### src/rtl/demux_rr_sched.sv
// rtl/demux_rr_sched.sv - one-word demux scheduler with round-robin target and stall re-route
module demux_rr_sched #(
   parameter int WIDTH = 8,
   parameter int SNUM  = 4,
   parameter int TMO   = 15
) (
   input  logic                   clk,
   input  logic                   rst,
   input  logic                   in_valid,
   input  logic [WIDTH-1:0]       in_data,
   output logic                   in_ready,
   input  logic [(1<<SNUM)-1:0]   ch_en,
   input  logic [(1<<SNUM)-1:0]   out_ready,
   output logic [(1<<SNUM)-1:0]   out_valid,
   output logic [WIDTH-1:0]       out_data,
   output logic [SNUM-1:0]        sel,
   output logic                   busy,
   output logic [15:0]            xfer_cnt
);

   localparam int         N     = 1 << SNUM;
   localparam logic [7:0] TMO_V = 8'(TMO);

   typedef enum logic {IDLE, SEND} state_t;

   state_t           state_q, state_nxt;
   logic [WIDTH-1:0] data_q, data_nxt;
   logic [SNUM-1:0]  sel_q, sel_nxt;
   logic [SNUM-1:0]  ptr_q, ptr_nxt;
   logic [7:0]       timer_q, timer_nxt;
   logic [15:0]      cnt_q, cnt_nxt;
   logic             accept;

   // First enabled channel at or after start, wrapping; dflt when nothing is enabled.
   function automatic logic [SNUM-1:0] scan(input logic [N-1:0]    en,
                                            input logic [SNUM-1:0] start,
                                            input logic [SNUM-1:0] dflt);
      logic [SNUM-1:0] idx;
      logic [SNUM-1:0] res;
      logic            found;
      res   = dflt;
      found = 1'b0;
      for (int i = 0; i < N; i++) begin
         idx = start + SNUM'(i);
         if (!found && en[idx]) begin
            res   = idx;
            found = 1'b1;
         end
      end
      return res;
   endfunction

   // Handshake and status outputs derived from the held state.
   always_comb begin
      in_ready  = (state_q == IDLE) && (|ch_en);
      busy      = (state_q == SEND);
      accept    = in_valid && in_ready;
      out_valid = '0;
      if (state_q == SEND && ch_en[sel_q]) begin
         out_valid[sel_q] = 1'b1;
      end
   end

   assign out_data = data_q;
   assign sel      = sel_q;
   assign xfer_cnt = cnt_q;

   // Next-state: capture, deliver, or re-route a disabled or stalled target.
   always_comb begin
      state_nxt = state_q;
      data_nxt  = data_q;
      sel_nxt   = sel_q;
      ptr_nxt   = ptr_q;
      timer_nxt = timer_q;
      cnt_nxt   = cnt_q;
      case (state_q)
         IDLE: begin
            if (accept) begin
               state_nxt = SEND;
               data_nxt  = in_data;
               sel_nxt   = scan(ch_en, ptr_q, ptr_q);
               timer_nxt = 8'd0;
            end
         end
         SEND: begin
            if (~|ch_en) begin
               // nowhere to go: park the word until some channel comes back
               state_nxt = SEND;
            end else if (!ch_en[sel_q]) begin
               sel_nxt   = scan(ch_en, sel_q + SNUM'(1), sel_q);
               timer_nxt = 8'd0;
            end else if (out_ready[sel_q]) begin
               state_nxt = IDLE;
               ptr_nxt   = sel_q + SNUM'(1);
               cnt_nxt   = cnt_q + 16'd1;
            end else if (timer_q == TMO_V) begin
               // scan wraps back to sel_q when it is the only enabled channel
               sel_nxt   = scan(ch_en, sel_q + SNUM'(1), sel_q);
               timer_nxt = 8'd0;
            end else begin
               timer_nxt = timer_q + 8'd1;
            end
         end
         default: state_nxt = IDLE;
      endcase
   end

   // State register with asynchronous reset that discards any held word.
   always_ff @(posedge clk or posedge rst) begin
      if (rst) begin
         state_q <= IDLE;
         data_q  <= '0;
         sel_q   <= '0;
         ptr_q   <= '0;
         timer_q <= 8'd0;
         cnt_q   <= 16'd0;
      end else begin
         state_q <= state_nxt;
         data_q  <= data_nxt;
         sel_q   <= sel_nxt;
         ptr_q   <= ptr_nxt;
         timer_q <= timer_nxt;
         cnt_q   <= cnt_nxt;
      end
   end

endmodule

### config.mk
export PLATFORM = sky130hd
export DESIGN_NAME = demux_rr_sched
export DESIGN_NICKNAME = d
export VERILOG_FILES = /design/src/rtl/demux_rr_sched.sv
export SDC_FILE = /design/constraint.sdc
export NUM_CORES = 1
export LEC_CHECK = 0
export CAP_MARGIN = 20
export CORE_ASPECT_RATIO = 1.4
export CORE_MARGIN = 5
export CORE_UTILIZATION = 45
export CTS_CLUSTER_DIAMETER = 50
export CTS_CLUSTER_SIZE = 40
export DETAILED_ROUTE_END_ITERATION = 10
export GPL_ROUTABILITY_DRIVEN = 0
export HOLD_SLACK_MARGIN = 0.1
export PLACE_DENSITY = 0.7
export SLEW_MARGIN = 20
export SYNTH_ARGS = -nofsm -noshare
export SYNTH_HDL_FRONTEND = slang
export SYNTH_SLANG_ARGS = --single-unit
### constraint.sdc
create_clock -name clk -period 5 [get_ports clk]
set_input_delay 1 -clock clk [delete_from_list [all_inputs] [get_ports clk]]
set_output_delay 1 -clock clk [all_outputs]
set_load 0.05 [all_outputs]
==> flow_metrics.py <==
metrics = {
    "status": {
        "status": "finished clean",
    },
    "final_layout": {
        "final_common_cell": "nand2_1",
        "final_layout_size_suffix_gt1_frac": 0.197,
        "n_fill_cell": 1375,
        "area_delta_synth_final_pct": 20.0,
        "mostFrequentLayoutCells": "nand2_1, nor2_1, clkdlybuf4s50_1",
        "layout.nets": 920,
        "antennaDiodeCount": 0,
    },
    "grt": {
        "grt_pass1_vias": 6744,
        "grt_pass1_wl_um": 35900,
        "track_usage": 0.254,
        "gr-total-overflow": 0,
        "antenna_found_initial": 0,
        "grt_max_degree": 42,
    },
    "routing": {
        "vias": 6863,
        "drt_wl_total_um": 22100,
        "ant_nets": 0,
        "drc": 0,
        "viasPerCell": 6.52,
        "firstDrtPassIters": 6,
        "drtIter0Drc": 739,
        "routedWlPerCell_um": 21.0,
    },
    "sta": {
        "fmax_ghz": 0.224,
        "fin_worst_skew_ns": 0.0101,
        "drv_slew": 0,
        "finalHoldViolCount": 0,
        "rsz0062_at_grt": "false",
        "finalCritPeriodShare": 0.891,
        "fin_crit_ns": 4.46,
        "setup_violations": 0,
        "worstMarginPinSlew_ns": 0.832,
        "slew_headroom": 0.429,
        "final.setup.tns_ns": 0,
    },
    "synth": {
        "yosysUniqueCellTypes": 76,
        "synth_fp_nets": 839,
        "syn_inst": 782,
        "synth_flop_cell": "dfrtp_1",
        "synth_area_um2": 6600,
        "synth-edff-count": 0,
        "ys_ff_latch": 41,
        "ys_async_sr_fraction": 1.00,
        "syn_avg_cell_area_um2": 8.44,
        "ys_warn_count": 0,
        "ys_seq_area_frac": 0.155,
    },
    "critical_path": {
        "crit_family": "multiplexers",
        "cp_cell_sequence": "clkdlybuf4s50_1 -> mux4_2 -> mux2i_1 -> mux2i_1 -> buf_4 -> or3b_1 -> nor4_1 -> a22o_1 -> o21ai_0 -> a22oi_1 -> o211ai_1",
        "cp_slowest_cell": "clkdlybuf4s50_1",
        "worstPathRequired_ns": 5.16,
        "start_kind": "primary input",
        "crit_path_end_kind": "register",
        "path_max_fanout": 12,
        "path_class": "in -> reg",
        "cp_common_cell": "mux2i_1",
        "critPathArrivalTime_ns": 4.61,
        "timing.critical_path.slowest_cell_delay_ns": 0.62,
        "crit_buf_inv": 2,
        "rrSetupSlack_ns": 0.62,
    },
    "die": {
        "rows": 52,
        "die_w_um": 112,
        "die_area_um2": 17200,
        "initial_core_util": 0.457,
        "dieHeight_um": 153,
        "coreArea_um2": 14400,
        "num_io_pins": 89,
    },
    "clocking": {
        "cts_hold_buffers": 0,
        "cts_buffers": 5,
        "clock_path_buffers": 2,
        "clk_pin_slew_ns": 0.07,
        "cts_root_buf": "clkbuf_16",
        "cts_tree": "yes",
        "htreeDepth": 2,
        "post_cts_buffers": 0,
        "cts.sinks": 41,
        "ctsResizeCount": 0,
        "worst_skew_pair.late_latency_ns": 0.29,
    },
    "worst_hold_path": {
        "hp-class": "reg -> reg",
    },
    "job": {
        "max-cap-violations": 0,
    },
    "place": {
        "portBuffers": 88,
        "dp.final_hpwl_um": 17000,
    },
}
-- cell usage after synthesis, drive strengths merged (8+ instances only) --
cell type	count	area [um^2]
mux2i	36	360
mux2	28	315
nor4	11	83.8
dfrtp	41	1030
nor2b	8	50.1
nor3	21	126
mux4	59	1330
nand2	95	359
inv	29	109
nand4	12	81.3
a31oi	8	50.1
buf	22	126
xor2	9	78.8
xnor2	27	263
o22ai	8	50.1
a21oi	48	240
or2	8	50.1
ha	14	175
nand2b	15	93.8
clkbuf	30	113
nor2	73	274
o21ai	47	235
nand3	30	150
-- logic make-up after synthesis --
| logic type | Yosys count | synth area share |
|---|---|---|
| flip-flops | 41 | 0.155 |
| multiplexers | 123 | 0.304 |
| AO/OA/AOI/OAI | 184 | 0.182 |
| buffers and inverters | 85 | 0.0550 |
| AND/OR/NAND/NOR | 297 | 0.218 |
| adder cells (fa/ha/maj) | 14 | 0.0265 |
| XOR/XNOR | 38 | 0.0586 |
-- through the flow --
stage,hold slack (ns),instances,instance area (um^2),setup WS (ns),util
floorplan,0.463,782,6600,0.0404,-
global placement,0.462,1045,7720,0.317,0.535
detailed placement,0.475,1045,7720,0.284,0.535
CTS,0.484,1053,7920,0.550,0.548
global route,0.505,1053,7920,0.209,0.548
finish,0.475,1053,7920,0.544,0.548
-- area by class of cell --
class | instances | area (um^2) | area share
clock buffer | 5 | 125 | 0.0158
clock inverter | 3 | 68.8 | 0.00869
inverter | 33 | 124 | 0.0156
multi-input combinational | 656 | 5210 | 0.658
sequential | 41 | 1030 | 0.130
tap | 189 | 236 | 0.0299
timing repair buffer | 126 | 1130 | 0.142
-- path summary, 6_finish.rpt --
check / start / endpoint / depth (start not counted)
min: xfer_cnt[15]$_DFFE_PP0P_ / xfer_cnt[15]$_DFFE_PP0P_ / 1
max: ch_en[14] / sel[3]$_DFFE_PP0P_ / 11
min in group asynchronous: rst / out_data[3]$_DFFE_PP0P_ / 3
max reg2reg: sel[1]$_DFFE_PP0P_ / sel[0]$_DFFE_PP0P_ / 14
max in group asynchronous: rst / sel[0]$_DFFE_PP0P_ / 3
min reg2reg: xfer_cnt[15]$_DFFE_PP0P_ / xfer_cnt[15]$_DFFE_PP0P_ / 1
-- layer usage --
layer | vias up | track usage | share of wire
met2 | 341 | 0.453 | 0.52
met1 | 3308 | 0.297 | 0.36
met5 | - | 0 | 0
li1 | 3123 | - | -
met3 | 91 | 0.0289 | 0.056
met4 | 0 | 0.127 | 0.062
-- flip-flops by register name (all words and copies together), names as in the netlist --
register	flops
ptr_q	4
timer_q	8
out_data	8
busy	1
xfer_cnt	16
sel	4
Power is not shown: default switching activity piles up to over one toggle a cycle in this logic, so the estimate is an artifact.
